<file path="src/rtl/pet_display_sequencer.sv">
// Pages the pet status word and six stats onto one 7-segment digit.
// Advances on a synchronized button edge or a dwell timer; low stats blink.
module pet_display_sequencer #(
  parameter logic [23:0] DWELL_COUNT = 24'd10_000_000,
  parameter logic [23:0] BLINK_COUNT = 24'd2_500_000,
  parameter logic [3:0]  LOW_THRESH  = 4'd3
) (
  input  logic       clk,
  input  logic       rst_n,
  input  logic       ena,
  input  logic [3:0] hunger,
  input  logic [3:0] happiness,
  input  logic [3:0] health,
  input  logic [3:0] hygiene,
  input  logic [3:0] energy,
  input  logic [3:0] social,
  input  logic [6:0] status,
  input  logic       btn_next,
  input  logic       auto_mode,
  output logic [6:0] seg_out,
  output logic       dp,
  output logic [2:0] page
);

  typedef enum logic [2:0] {
    PG_STATUS    = 3'd0,
    PG_HUNGER    = 3'd1,
    PG_HAPPINESS = 3'd2,
    PG_HEALTH    = 3'd3,
    PG_HYGIENE   = 3'd4,
    PG_ENERGY    = 3'd5,
    PG_SOCIAL    = 3'd6
  } page_e;

  logic        sync1_q, sync2_q;
  logic        btn_prev_q, btn_prev_d;
  page_e       page_q, page_d;
  logic [23:0] dwell_q, dwell_d;
  logic [23:0] blink_q, blink_d;
  logic        phase_q, phase_d;
  logic [6:0]  seg_q, seg_d;
  logic        dp_q, dp_d;

  logic        btn_edge, dwell_done, advance, blink_on;
  logic [3:0]  shown;

  function automatic logic [6:0] hex7(input logic [3:0] v);
    case (v)
      4'h0: hex7 = 7'h3F;  4'h1: hex7 = 7'h06;  4'h2: hex7 = 7'h5B;  4'h3: hex7 = 7'h4F;
      4'h4: hex7 = 7'h66;  4'h5: hex7 = 7'h6D;  4'h6: hex7 = 7'h7D;  4'h7: hex7 = 7'h07;
      4'h8: hex7 = 7'h7F;  4'h9: hex7 = 7'h6F;  4'hA: hex7 = 7'h77;  4'hB: hex7 = 7'h7C;
      4'hC: hex7 = 7'h39;  4'hD: hex7 = 7'h5E;  4'hE: hex7 = 7'h79;  default: hex7 = 7'h71;
    endcase
  endfunction

  // Synchronizer keeps sampling even while frozen.
  always_ff @(posedge clk or negedge rst_n) begin
    if (!rst_n) begin
      sync1_q <= 1'b0;
      sync2_q <= 1'b0;
    end else begin
      sync1_q <= btn_next;
      sync2_q <= sync1_q;
    end
  end

  always_ff @(posedge clk or negedge rst_n) begin
    if (!rst_n) begin
      btn_prev_q <= 1'b0;
      page_q     <= PG_STATUS;
      dwell_q    <= '0;
      blink_q    <= '0;
      phase_q    <= 1'b1;
      seg_q      <= '0;
      dp_q       <= 1'b0;
    end else begin
      btn_prev_q <= btn_prev_d;
      page_q     <= page_d;
      dwell_q    <= dwell_d;
      blink_q    <= blink_d;
      phase_q    <= phase_d;
      seg_q      <= seg_d;
      dp_q       <= dp_d;
    end
  end

  always_comb begin
    case (page_q)
      PG_HUNGER:    shown = hunger;
      PG_HAPPINESS: shown = happiness;
      PG_HEALTH:    shown = health;
      PG_HYGIENE:   shown = hygiene;
      PG_ENERGY:    shown = energy;
      PG_SOCIAL:    shown = social;
      default:      shown = '0;
    endcase
    btn_edge   = sync2_q & ~btn_prev_q;
    dwell_done = auto_mode && (dwell_q == DWELL_COUNT - 24'd1);
    advance    = ena && (btn_edge || dwell_done);
    blink_on   = (page_q != PG_STATUS) && (shown <= LOW_THRESH);

    btn_prev_d = btn_prev_q;
    page_d     = page_q;
    dwell_d    = dwell_q;
    blink_d    = blink_q;
    phase_d    = phase_q;
    seg_d      = seg_q;
    dp_d       = dp_q;

    if (ena) begin
      btn_prev_d = sync2_q;
      // Manual and auto advances merge into one step.
      if (advance)
        page_d = (page_q == PG_SOCIAL) ? PG_STATUS : page_e'(page_q + 3'd1);
      dwell_d = (advance || !auto_mode) ? '0 : dwell_q + 24'd1;
      if (advance) begin
        blink_d = '0;
        phase_d = 1'b1;
      end else if (blink_q == BLINK_COUNT - 24'd1) begin
        blink_d = '0;
        phase_d = ~phase_q;
      end else begin
        blink_d = blink_q + 24'd1;
      end
      dp_d = (page_q != PG_STATUS);
      if (page_q == PG_STATUS)
        seg_d = status;
      else if (blink_on && !phase_q)
        seg_d = '0;
      else
        seg_d = hex7(shown);
    end
  end

  assign seg_out = seg_q;
  assign dp      = dp_q;
  assign page    = page_q;

endmodule

</file>
<file path="config.mk">
export PLATFORM = sky130hd
export DESIGN_NAME = pet_display_sequencer
export DESIGN_NICKNAME = d
export VERILOG_FILES = /design/src/rtl/pet_display_sequencer.sv
export SDC_FILE = /design/constraint.sdc
export NUM_CORES = 1
export LEC_CHECK = 0
export BUFFER_PORTS_ARGS = -buffer_cell sky130_fd_sc_hd__buf_2
export CORE_MARGIN = 5
export CORE_UTILIZATION = 30
export DETAILED_ROUTE_END_ITERATION = 8
export SLEW_MARGIN = 15
export SYNTH_ARGS = -nofsm -noshare
export SYNTH_HDL_FRONTEND = slang
export SYNTH_SLANG_ARGS = --single-unit
</file>
<file path="constraint.sdc">
create_clock -name clk -period 6.3 [get_ports clk]
set_input_delay 0.63 -clock clk [delete_from_list [all_inputs] [get_ports clk]]
set_output_delay 0.63 -clock clk [all_outputs]
set_load 0.02 [all_outputs]
</file>
# --- After elaboration in Yosys (flattened, before gate mapping) ---
# Memories as Yosys holds them, arrays and structs flattened.
# Cells that the tools add are included.
op_classes:
  bitwise: 3
  n_reduce_logical: 13
  magnitude_cmp: 1
  n_eq_ne: 8
  n_addsub: 3
  muxes: 9
ops:
  columns: ["operator", "n"]
  rows:
  - ["24-bit two-way mux", 3]
  - ["24-bit by 1-bit adder with 24-bit output, second input constant", 2]
  - ["24-bit by 22-bit equality test with 1-bit output, second input constant", 1]
  - ["24-bit equality test, second input constant", 1]
  - ["4-bit case mux with 6 select lines", 1]
  - ["7-bit two-way mux", 2]
  - ["3-bit equality test, second input constant", 3]
  - ["3-bit by 2-bit equality test with 1-bit output, second input constant", 2]
  - ["4-bit by 2-bit <= comparator with 1-bit output, second input constant", 1]
  - ["1-bit logical AND", 4]
  - ["2-bit AND reduction", 2]
  - ["3-bit by 1-bit adder with 3-bit output, second input constant", 1]
  - ["3-bit by 1-bit equality test with 1-bit output, second input constant", 1]
  - ["3-bit zero test", 1]
  - ["3-bit two-way mux", 1]
  - ["3-bit nonzero test", 1]
  - ["1-bit zero test", 2]
  - ["1-bit logical OR", 2]
  - ["1-bit two-way mux", 2]
  - ["1-bit NOT", 2]
  - ["2-bit nonzero test", 1]
  - ["1-bit AND", 1]
totals:
  mem_count: 1
  regBits: 63
  rom_bits: 112
  inputBits: 36
memory_table:
  columns: ["memory", "words", "word_bits", "rd", "rd_ports_with_merged_regs", "write_ports", "line_no", "rtl"]
  rows:
  - ["(name not given)", 16, 7, 1, 0, 0, "48", "case (v)"]

# --- Logic depth before layout (Yosys ltp) ---
depth:
  ltp_word: 7
  depth_mapped: 12
  depth_no_buf: 10

# --- Worst setup path after synthesis ---
# OpenSTA, ideal clock, no wires.
synth_path:
  kind: "register to register"
  start: "reg page_q[0] (netlist: page[0])"
  end: "reg seg_q[3] (netlist: seg_out[3])"
  setup_ns: 0.082
  slack_ns: 3.608
  required_ns: 6.218
  t_arrival_ns: 2.610
  stages_incl_launch_ff: 13
  synth_period_minus_slack_ns: 2.692
  cell_sequence: "dfrtp_1 buf_2 buf_2 and2_1 ha_1 a32o_1 a211oi_2 inv_1 ha_1 nand2b_1 o21ai_0 o221ai_1 a31oi_1"
synth_via:
  elab_chain_len: 7
  word_cells_on_any_way: 15
  cone_classes: "order compare (1); eq/ne (6); mux (3); reduce/logical (4); memory (1)"
synth_lines:
  columns: ["element", "line_no", "rtl"]
  rows:
  - ["from (decl)", "37", "page_e page_q, page_d;"]
  - ["from (signal assigned)", "78", "page_q <= page_d;"]
  - ["3-bit equality test, or another cell as far along", "88", "case (page_q)"]
  - ["4-bit case mux with 6 select lines", "88", null]
  - ["4-bit by 2-bit <= comparator with 1-bit output", "100", "blink_on = (page_q != PG_STATUS) && (shown <= LOW_THRESH);"]
  - ["1-bit logical AND", "100", null]
  - ["1-bit logical AND", "128", "else if (blink_on && !phase_q)"]
  - ["7-bit two-way mux", "128", null]
  - ["7-bit two-way mux (*)", "126", "if (page_q == PG_STATUS)"]
  - ["to (signal assigned)", "82", "seg_q <= seg_d;"]
  - ["to (decl)", "41", "logic [6:0] seg_q, seg_d;"]
# Every way passes the cells marked *; elsewhere a longest branch is shown, timed or not.
# A chain may end at the register's enable or synchronous reset.

# --- Final worst setup path ---
layout_path:
  start: "reg page_q[2] (netlist: page[2])"
  end: "reg seg_q[3] (netlist: seg_out[3])"
# The elaborated chain is that of the path after synthesis.

==> reports/results.md <==
### Floorplan
• 0.0144 mm^2 — area of the die
• 30.4% — initial core utilization
• 0.0120 mm^2 — core footprint
• 120 um — overall die height
• 120 um — horizontal extent of the die
• 40 — number of placement rows
• 47 — Top Ports

### Synthesis
• 0 — count of flip-flops with a built-in enable after synthesis
• 0.00363 mm^2 — netlist area before placement
• 62 x dfrtp_1, 57 x nor2_1, 31 x nand2_1, 25 x xor2_1, 20 x nand3_1 — top post-synthesis cells by count
• dfrtp_1 — largest area contributor in the netlist
• dfrtp_1 — ys flop type
• 0 — Synthesis Warnings
• dfrtp_1 — most frequently used cell type in the post-synthesis netlist
• 431 — Mapped Nets
• 100% — post-synthesis async set-or-reset flop share
• 9.42 um^2 — synthesized area divided by synthesized cell count
• 60 — Distinct cells, synth
• dfrtp_1 43%, xor2_1 6.0%, nor2_1 5.9%, nand2_1 3.2%, ha_1 3.1% — top area cells in the synthesized netlist
• 43.4% — share of synthesized area occupied by flip-flops and latches
• 42.7% — Synth top area share
• 386 — cell count after synthesis
• 63 — synthesized flop and latch total

### Power
• 359 mW/mm^2 — power per cell area
• 35.8% — Sw Ratio
• 234 uV — worst IR drop on VDD
• 34.9% — power share of the sequential group
• 33.4% — combinational fraction of design power
• 31.7% — share of power burned in the clock network
• 984 uW — Internal
• 1.53 mW — overall power
• 1.91 nW — cell leakage power
• 548 uW — Psw

### Clock network
• clkbuf_16 — clock root buffer master
• 320 ps — latest clock arrival within the worst-skew pair
• 0 — hold-fix buffer count after cts
• 63 — number of clock sinks
• 2 — number of buffers between clock root and the deepest sink
• yes — clock tree from TritonCTS
• 0 — Resized cells post-CTS
• 60 ps — clock transition at the registers of the reported paths
• 0 — buffer count from post-CTS setup fixing
• 3 — depth of the CTS H-tree
• 9 — number of buffers created by CTS

### Hold path
• reg -> reg — type of the worst min-delay path
• sync1_q — beginning of the worst hold path
• sync2_q — hold-critical path endpoint
• 0 — Hold Path Cell Cnt

### Critical path
• 6540 ps — required time worst endpoint
• reg -> reg — Setup Crit Path Kind
• seg_out[3] — Worst R2R End
• 18 — highest fanout seen on the critical path
• inv_1, ha_1, a32o_1, a211oi_2, inv_1, ha_1, nand2b_1, o21ai_0, o221ai_1, a31oi_1 — crit path cell chain
• 10 — FF-to-FF path depth
• 3330 ps — FF-to-FF setup slack
• dfrtp_1 — master of the slowest instance on the critical path
• 3210 ps — signal arrival time at the worst endpoint
• page[2] — worst reg2reg path startpoint
• flip-flop — kind of capture point of the worst setup path
• 690 ps — largest stage delay on the critical path
• flip-flop — startpoint class of the critical path

### Finish
• 472 — net total in the final layout
• 17.3% — area delta synth->final
• 0 — antenna diode count
• 0.00192 mm^2 — area occupied by multi-input gates
• 0.00158 mm^2 — Seq. cell area
• 0.00426 mm^2 — design area
• 35.6% — final core area utilization
• 1216 — filler cell count in the final layout
• 19.2% — fraction of final layout cells sized beyond drive strength 1
• 579 — non-filler cells in the finished layout

### Global routing
• 2951 — via count of the first global-routing pass
• 0 — residual overflow from global routing
• 0 — number of antenna violations at the first check in global routing
• 64 — maximum number of pins on one net before global-route repair
• 11.3% — total track usage
• 13700 um — wire length of the first global-routing pass

### Timing
• 0 — final number of hold-violating endpoints
• false — unrepaired setup endpoints after global routing
• 7.16 ps — clock tree skew after final layout
• 34.4% — Slew HR
• 3330 ps — post-route setup slack
• 351 ps — Final Hold Slack
• 976 ps — transition time at the pin with the least slew margin
• 0 ps — total negative slack for setup checks
• 0 — number of failing setup endpoints in the final timing report
• 0 — max-slew violations
• 47.1% — period utilization
• 2970 ps — minimum clock period after layout
• 337 MHz — top achievable clock speed

### Drt
• 2902 — DR vias
• 0 — number of design rule violations left after detail routing
• 115 — drt first-iter violations
• 5.01 — ratio of routed vias to standard cells
• 0 — antenna violation net count after detailed routing
• 13.6 um — WL/cell
• 4 — total iterations of the first detailed-routing run
• 7890 um — final wirelength

### Placement
• 46 — port buffer count
• 0.842 — routability congestion estimate from global placement
• 0.00397 mm^2 — dpl cell area
• 3310 ps — pre-CTS setup slack
• 563 — placed cell count
• 5530 um — placed wire-length estimate after detailed placement

### Job
• 0 — Max-Cap Viols

### Outcome
• completed — result of the run

## cell type report
class	instances	area share, %
well taps	147	4.31
clock buffers	12	5.78
multi-input cells	295	45.1
flip-flops and latches	63	37.0
clock inverters	4	1.06
inverters	10	0.998
repair buffers	48	5.75
## critical path, delay by kind of cell (launching register included)
| family | cells | cell delay, ps |
|---|---|---|
| fa+ha+maj | 2 | 570 |
| buf+inv | 2 | 330 |
| compound gates | 5 | 1130 |
| flops | 1 | 690 |
| simple gates | 1 | 150 |
## placed cells by master (no fill, tap or decap), types with 10 or more instances in the layout
cell type,instances
nand4_1,12
dfrtp_1,62
nor3_1,10
nor2_1,57
o21ai_0,15
xnor2_1,12
xor2_1,25
buf_2,46
nand2_1,31
nand3_1,20
## power by group through the flow
stage	sequential (mW)	combinational [mW]	clock [mW]
6_report	0.535	0.512	0.486
3_5_place_dp	0.540	0.513	0
2_1_floorplan	0.542	0.376	0
3_3_place_gp	0.539	0.505	0
4_1_cts	0.534	0.514	0.497
5_1_grt	0.546	0.575	0.510
## sequential cells by signal, summed over array words and instances (netlist names)
signal      cells
dwell_q        24
phase_q         1
seg_out         7
sync1_q         1
sync2_q         1
btn_prev_q      1
page            3
blink_q        24
dp              1
## cell families (layout without fill, tap and decap cells)
| group | after synthesis | in the layout | synth area share, % |
|---|---|---|---|
| xor+xnor | 37 | 37 | 8.92 |
| compound gates | 60 | 60 | 11.9 |
| fa+ha+maj | 9 | 9 | 3.10 |
| mux | 11 | 11 | 3.27 |
| flops | 63 | 63 | 43.4 |
| buf+inv | 28 | 74 | 3.82 |
| simple gates | 178 | 178 | 25.5 |
## worst max path at each step
stage	startpoint	endpoint	slack (ps)	cells past startpoint
after CTS	page[2]	seg_out[3]	3350	10
final	page[2]	seg_out[3]	3330	10
after global routing	page[2]	seg_out[3]	3050	10
after floorplan	page[0]	seg_out[3]	3610	12
after global placement	ena	dwell_q[20]	3380	7
after detailed placement	ena	dwell_q[18]	3310	7
## layer usage
metal / part of all wire (%) / vias up / GRT usage [%]
li1: - / 1456 / -
met1: 49 / 1390 / 15.2
met2: 46 / 52 / 18.1
met3: 3.7 / 4 / 2.69
met4: 0.52 / 0 / 3.15
met5: 0 / - / 0
Power figures use the tool's default switching activity.
